<file path="src/rtl/alu_pkg.sv">
// alu_pkg: opcode, flag index and FSM state definitions shared by the ALU arbiter slice.
package alu_pkg;
  localparam int NBITS = 5;
  localparam int FLAG_C = 3;
  localparam int FLAG_V = 2;
  localparam int FLAG_Z = 1;
  localparam int FLAG_N = 0;
  typedef enum logic [3:0] {
    OP_ADD = 4'd0,
    OP_SUB = 4'd1,
    OP_AND = 4'd2,
    OP_OR  = 4'd3,
    OP_NOT = 4'd4,
    OP_XOR = 4'd5,
    OP_SRL = 4'd6,
    OP_SLL = 4'd7,
    OP_SRA = 4'd8,
    OP_SLA = 4'd9
  } op_e;
  typedef enum logic [1:0] {IDLE, EXEC, RESP} state_e;
  function automatic logic is_legal(input logic [3:0] op);
    return op <= OP_SLA;
  endfunction
endpackage

</file>
<file path="src/rtl/alu_arbiter_if.sv">
// alu_arbiter_if: request/response handshakes of both clients plus the shared ALU port.
interface alu_arbiter_if;
  import alu_pkg::*;
  logic [1:0] req_valid;
  logic [1:0] req_ready;
  logic [NBITS-1:0] req_a0, req_b0, req_a1, req_b1;
  logic [3:0] req_op0, req_op1;
  logic [1:0] resp_valid;
  logic [1:0] resp_ready;
  logic [NBITS-1:0] resp_out;
  logic [3:0] resp_flags;
  logic resp_err;
  logic [NBITS-1:0] alu_a, alu_b;
  logic [3:0] alu_op;
  logic [NBITS-1:0] alu_out;
  logic [3:0] alu_flags;
  logic busy;
  modport slave (
    input req_valid, req_a0, req_b0, req_a1, req_b1, req_op0, req_op1, resp_ready, alu_out, alu_flags,
    output req_ready, resp_valid, resp_out, resp_flags, resp_err, alu_a, alu_b, alu_op, busy
  );
  modport master (
    output req_valid, req_a0, req_b0, req_a1, req_b1, req_op0, req_op1, resp_ready, alu_out, alu_flags,
    input req_ready, resp_valid, resp_out, resp_flags, resp_err, alu_a, alu_b, alu_op, busy
  );
endinterface

</file>
<file path="src/rtl/alu_arbiter_rr_arb2.sv">
// rr_arb2: two-way round-robin grant; last-served pointer advances only when en is high.
module rr_arb2 (
  input  logic       clk,
  input  logic       rst,
  input  logic [1:0] valid,
  input  logic       en,
  output logic [1:0] grant
);
  logic last;
  assign grant = (&valid) ? (last ? 2'b01 : 2'b10) : valid;
  always_ff @(posedge clk) begin
    if (rst) last <= 1'b1;
    else if (en) last <= grant[1];
  end
endmodule

</file>
<file path="src/rtl/alu_arbiter.sv">
// alu_arbiter: shares one combinational ALU between two requesters, one operation at a time.
module alu_arbiter
  import alu_pkg::*;
(
  input logic clk,
  input logic rst,
  alu_arbiter_if.slave bus
);
  state_e state, state_nx;
  logic [1:0] grant;
  logic accept, owner, err;
  logic [NBITS-1:0] a, b;
  logic [3:0] op, op_sel;
  rr_arb2 u_arb (
    .clk   (clk),
    .rst   (rst),
    .valid (bus.req_valid),
    .en    (accept),
    .grant (grant)
  );
  assign bus.req_ready = (state == IDLE && !rst) ? grant : 2'b00;
  assign accept = |(bus.req_valid & bus.req_ready);
  assign op_sel = grant[1] ? bus.req_op1 : bus.req_op0;
  // Illegal opcodes are stored as 0 so the ALU never sees them, even outside EXEC.
  assign bus.alu_a = a;
  assign bus.alu_b = b;
  assign bus.alu_op = op;
  assign bus.resp_valid = (state == RESP) ? (owner ? 2'b10 : 2'b01) : 2'b00;
  assign bus.busy = state != IDLE;
  always_comb begin
    state_nx = state;
    state_nx = state == IDLE ? (accept ? EXEC : IDLE) :
               state == EXEC ? RESP :
               (bus.resp_ready[owner] ? IDLE : RESP);
  end
  always_ff @(posedge clk) begin
    if (rst) begin
      state <= IDLE;
      owner <= 1'b0;
      err <= 1'b0;
      a <= '0;
      b <= '0;
      op <= '0;
      bus.resp_out <= '0;
      bus.resp_flags <= '0;
      bus.resp_err <= 1'b0;
    end else begin
      state <= state_nx;
      if (accept) begin
        owner <= grant[1];
        a <= grant[1] ? bus.req_a1 : bus.req_a0;
        b <= grant[1] ? bus.req_b1 : bus.req_b0;
        op <= is_legal(op_sel) ? op_sel : 4'd0;
        err <= !is_legal(op_sel);
      end
      if (state == EXEC) begin
        bus.resp_out <= err ? '0 : bus.alu_out;
        bus.resp_flags <= err ? 4'd0 : bus.alu_flags;
        bus.resp_err <= err;
      end
    end
  end
endmodule

</file>
<file path="src/flat_wrapper.sv">
// flat-port wrapper written by rule: the top's interface ports become plain ports
module alu_arbiter_flat import alu_pkg::*;
  (clk, rst, bus_req_valid, bus_req_a0, bus_req_b0, bus_req_a1, bus_req_b1, bus_req_op0, bus_req_op1, bus_resp_ready, bus_alu_out, bus_alu_flags, bus_req_ready, bus_resp_valid, bus_resp_out, bus_resp_flags, bus_resp_err, bus_alu_a, bus_alu_b, bus_alu_op, bus_busy);
  alu_arbiter_if bus_i ();
  input logic clk;
  input logic rst;
  input wire logic [$bits(bus_i.req_valid)-1:0] bus_req_valid;
  input wire logic [$bits(bus_i.req_a0)-1:0] bus_req_a0;
  input wire logic [$bits(bus_i.req_b0)-1:0] bus_req_b0;
  input wire logic [$bits(bus_i.req_a1)-1:0] bus_req_a1;
  input wire logic [$bits(bus_i.req_b1)-1:0] bus_req_b1;
  input wire logic [$bits(bus_i.req_op0)-1:0] bus_req_op0;
  input wire logic [$bits(bus_i.req_op1)-1:0] bus_req_op1;
  input wire logic [$bits(bus_i.resp_ready)-1:0] bus_resp_ready;
  input wire logic [$bits(bus_i.alu_out)-1:0] bus_alu_out;
  input wire logic [$bits(bus_i.alu_flags)-1:0] bus_alu_flags;
  output wire logic [$bits(bus_i.req_ready)-1:0] bus_req_ready;
  output wire logic [$bits(bus_i.resp_valid)-1:0] bus_resp_valid;
  output wire logic [$bits(bus_i.resp_out)-1:0] bus_resp_out;
  output wire logic [$bits(bus_i.resp_flags)-1:0] bus_resp_flags;
  output wire logic [$bits(bus_i.resp_err)-1:0] bus_resp_err;
  output wire logic [$bits(bus_i.alu_a)-1:0] bus_alu_a;
  output wire logic [$bits(bus_i.alu_b)-1:0] bus_alu_b;
  output wire logic [$bits(bus_i.alu_op)-1:0] bus_alu_op;
  output wire logic [$bits(bus_i.busy)-1:0] bus_busy;
  assign bus_i.req_valid = bus_req_valid;
  assign bus_i.req_a0 = bus_req_a0;
  assign bus_i.req_b0 = bus_req_b0;
  assign bus_i.req_a1 = bus_req_a1;
  assign bus_i.req_b1 = bus_req_b1;
  assign bus_i.req_op0 = bus_req_op0;
  assign bus_i.req_op1 = bus_req_op1;
  assign bus_i.resp_ready = bus_resp_ready;
  assign bus_i.alu_out = bus_alu_out;
  assign bus_i.alu_flags = bus_alu_flags;
  assign bus_req_ready = bus_i.req_ready;
  assign bus_resp_valid = bus_i.resp_valid;
  assign bus_resp_out = bus_i.resp_out;
  assign bus_resp_flags = bus_i.resp_flags;
  assign bus_resp_err = bus_i.resp_err;
  assign bus_alu_a = bus_i.alu_a;
  assign bus_alu_b = bus_i.alu_b;
  assign bus_alu_op = bus_i.alu_op;
  assign bus_busy = bus_i.busy;
  alu_arbiter u_core (.clk(clk), .rst(rst), .bus(bus_i));
endmodule
</file>
<file path="config.mk">
export PLATFORM = sky130hd
export DESIGN_NAME = alu_arbiter_flat
export DESIGN_NICKNAME = d
export VERILOG_FILES = /design/src/rtl/alu_pkg.sv /design/src/rtl/alu_arbiter_if.sv /design/src/rtl/alu_arbiter_rr_arb2.sv /design/src/rtl/alu_arbiter.sv /design/src/flat_wrapper.sv
export SDC_FILE = /design/constraint.sdc
export NUM_CORES = 1
export LEC_CHECK = 0
export ABC_AREA = 0
export CELL_PAD_IN_SITES_DETAIL_PLACEMENT = 0
export CELL_PAD_IN_SITES_GLOBAL_PLACEMENT = 2
export CORE_MARGIN = 2
export CORE_UTILIZATION = 24
export DETAILED_ROUTE_END_ITERATION = 8
export GPL_ROUTABILITY_DRIVEN = 0
export PLACE_DENSITY_LB_ADDON = 0.2
export SLEW_MARGIN = 20
export SYNTH_ARGS = -nofsm -noshare
export SYNTH_HDL_FRONTEND = slang
export SYNTH_SLANG_ARGS = --single-unit
</file>
<file path="constraint.sdc">
create_clock -name clk -period 2.9 [get_ports clk]
set_input_delay 0.87 -clock clk [delete_from_list [all_inputs] [get_ports clk]]
set_output_delay 0.87 -clock clk [all_outputs]
set_load 0.005 [all_outputs]
</file>
==> implementation parameters <==
Parameter                              Value

Yosys
  Post-synth ARST share ... 0%
  Most area-hungry cell type in the Yosys netlist ... dfxtp_1
  Most frequently used flop master after synthesis ... dfxtp_1
  List of most frequent post-synthesis cells ... dfxtp_1 (29), a21oi_1 (25), nand2_1 (12), mux2i_1 (11), nand3b_1 (11)
  Mean area per synthesized cell ... 9.66 sq um
  Number of unique standard cell types used by synthesis ... 35
  Top cell type's share of synthesized area ... 41.2%
  Synth Register Bits ... 29
  Post-Syn Instances ... 146
  Dominant cell by count in the synthesized netlist ... dfxtp_1
  Synth Net Count ... 189
  Proportion of synthesized chip area in sequential cells ... 41.2%
  Post-synthesis cell area ... 1410 sq um
  Most area-consuming cells after synthesis ... dfxtp_1 (41%), a21oi_1 (8.9%), a211oi_2 (8.0%)
  Number of enable-type register cells in the synthesized netlist ... 0
  Yosys warnings ... 0

Clock network
  CTS tree ... done
  Hold_buf cts ... 0
  TritonCTS Sinks ... 29
  Inserted Clock Buffers ... 5
  Maximum buffer depth of the clock tree ... 2
  Clock input transition at the sequential cells of the worst setup and hold paths ... 70 ps
  Buffer type at the clock tree root ... clkbuf_8
  Clock latency reported for the late side of the worst-skew pair ... 270 ps
  CTS H-tree depth ... 2

Setup path
  Highest cell delay on the worst timing path ... 490 ps
  Setup Crit Path Kind ... input pin to output port
  Required time of the critical path ... 2030 ps
  Slack of the worst reg-to-reg path ... 1340 ps
  Count of buffer and inverter cells on the critical path ... 2
  Beginning of the critical path ... bus_req_valid[1]
  Data arrival time of the worst path ... 1940 ps
  Worst-path cell chain ... clkdlybuf4s50_1, a21boi_2, and2_1, dlygate4sd2_1
  Library cell contributing the largest single delay on the critical path ... clkdlybuf4s50_1
  Critical path capture point ... bus_req_ready[1]
  Startpoint kind of the worst setup timing path ... input pin
  Source of the worst register-to-register timing path ... u_core.state[0]
  Length in cells of the worst reg-to-reg path ... 5
  Total stage count of the critical path ... 4
  CP top delay family ... buffers and inverters
  Capturing element type of the critical path ... output port
  Crit-path max FO ... 3
  Worst flop-to-flop path endpoint ... u_core.bus.alu_op[3]

Worst hold path
  HP Class ... register to register
  Number of instances on the worst hold path ... 2

Flow run
  Max-cap violations ... 0

Route
  Via count ... 1337
  Final antenna-violating net count ... 0
  Iter 0 DRT Violations ... 26
  Vias/cell ... 4.59
  Routed wire per std cell ... 13.8 um
  DRC errors left ... 0
  Detailed-routing iteration count for the pre-antenna-repair pass ... 4
  Sum of routed wire length over all layers ... 4.02 mm

STA
  Unrepaired setup endpoints after global routing ... false
  Slew margin rel. ... 49.0%
  Final worst-path cycle share ... 96.8%
  Final number of setup-violating endpoints ... 0
  Worst clock skew ... 6.63 ps
  Final period demand of the worst path ... 2810 ps
  Number of pins exceeding their max-slew limit in the final report ... 0
  Final hold violation count ... 0
  Highest attainable clock frequency ... 0.356 GHz
  Post-Route Setup TNS ... 0 ps
  Final Worst Setup Slack ... 92.4 ps
  Worst Tran Pin Value ... 764 ps

Final layout
  Area added between synthesis and finish ... 60.9%
  Layout fillers ... 563
  Layout Nets ... 261
  Diode count ... 0
  Fraction of final layout cells sized beyond drive strength 1 ... 14.2%
  Final standard cell count with taps included and fillers excluded ... 291

Die
  Die height ... 80.7 um
  Floorplan row count ... 27
  Floorplan Core Area ... 5570 sq um
  Die outline area ... 6500 sq um
  Initial core utilization ... 25.3%
  Die boundary width ... 80.7 um
  Number of top-level pins ... 72

Global routing
  Number of global-route vias before repair ... 1309
  Overflow after GRT ... 0
  Largest net degree at the start of global routing ... 29
  Antenna violations before repair ... 0
  Aggregate global-route resource usage ... 12.7%
  Wire length of the first global-routing pass ... 6.29 mm

Placement
  Post-Place Cells ... 281
  Post-Place Setup Slack ... -189 ps
  Placed wire-length estimate ... 2.88 mm
  Number of buffers added on ports ... 71

Outcome
  Outcome ... complete, no violations

Pwr
  Worst vdd rail ir drop ... 0.195 mV
  Power density over cell area ... 488 nW/um^2
  P_leak ... 0.811 nW
==> cell families (layout without fill, tap and decap cells) <==
kind of cell | count (synthesis) | after routing | synth area share (%)
multiplexers | 13 | 13 | 9.41
buffers and inverters | 16 | 89 | 7.28
AND/OR/NAND/NOR | 42 | 42 | 18.6
flip-flops | 29 | 29 | 41.2
AO/OA/AOI/OAI | 46 | 46 | 23.5
==> metrics by stage <==
stage               total power, mW  utilization (%)  area (sq um)  hold slack (ps)
finish                         1.11             40.7          2270              450
global route                   1.17             40.7          2270              469
CTS                            1.13             40.7          2270              453
detailed placement            0.746             38.7          2160              444
global placement              0.743             38.7          2160              438
floorplan                     0.601                -          1410              448
==> state kept, by name, indices dropped and copies added, names as in the netlist <==
| name | count |
|---|---|
| u_core.bus.alu_op | 4 |
| u_core.bus.alu_b | 5 |
| u_core.owner | 1 |
| u_core.u_arb.last | 1 |
| u_core.bus.resp_err | 1 |
| u_core.bus.resp_out | 5 |
| u_core.err | 1 |
| u_core.state | 2 |
| u_core.bus.alu_a | 5 |
| u_core.bus.resp_flags | 4 |
==> layout make-up <==
class,count,area [sq um],area share (%)
flip-flops and latches,29,581,25.6
clock inverters,1,5.00,0.221
inverters,3,11.3,0.496
repair buffers,78,758,33.4
well taps,72,90.1,3.97
multi-input cells,101,727,32.0
clock buffers,7,96.3,4.25
==> repair_timing <==
item,in CTS,in global routing
setup endpoints to repair,2,0
setup buffers,2,0
endpoints found under the hold margin,0,0
gates resized for setup,4,0
==> metal layers <==
metal	wire [um]	up-vias	share of wire [%]	global-route usage (%)
met5	0	-	0	0
met1	1680	617	42	14.9
li1	-	669	-	-
met4	15	0	0.37	3.73
met3	336	2	8.4	4.61
met2	1990	49	49	21.6
==> worst min-delay path by stage <==
stage                                   startpoint                  endpoint
after CTS                   u_core.bus.resp_out[1]    u_core.bus.resp_out[1]
after floorplan             u_core.bus.resp_out[4]    u_core.bus.resp_out[4]
final                       u_core.bus.resp_out[0]    u_core.bus.resp_out[0]
after global routing      u_core.bus.resp_flags[2]  u_core.bus.resp_flags[2]
after detailed placement    u_core.bus.resp_out[1]    u_core.bus.resp_out[1]
after global placement    u_core.bus.resp_flags[2]  u_core.bus.resp_flags[2]
==> report_power, final <==
group          internal, mW  switching [mW]  total (mW)  leakage, nW
logic                 0.166           0.110       0.276        0.518
registers             0.433          0.0266       0.460        0.238
clock network         0.214           0.157       0.371       0.0542
total                 0.813           0.293        1.11        0.811
==> cells in the final DEF, fill, tap and decap left out, types with 2 or more instances in the layout <==
cell type        count
dlygate4sd2_1        4
nor2_1               4
dfxtp_1             29
a211oi_1             3
a211oi_2             9
buf_4                7
mux2_2               2
nand3b_1            11
a311oi_1             3
clkbuf_8             7
mux2i_1             11
o21ai_0              2
or3b_1               2
nand2b_1             2
a21oi_1             25
nand2_1             12
inv_1                3
clkdlybuf4s50_1     67
==> worst min-delay path, delay by kind of cell (launching register included) <==
| family | cells | cell delay [ps] |
|---|---|---|
| DFF | 1 | 310 |
| AOI/OAI and AO/OA | 1 | 50 |
| and+or+nand+nor | 1 | 50 |
(Power assumes the default switching activity.)
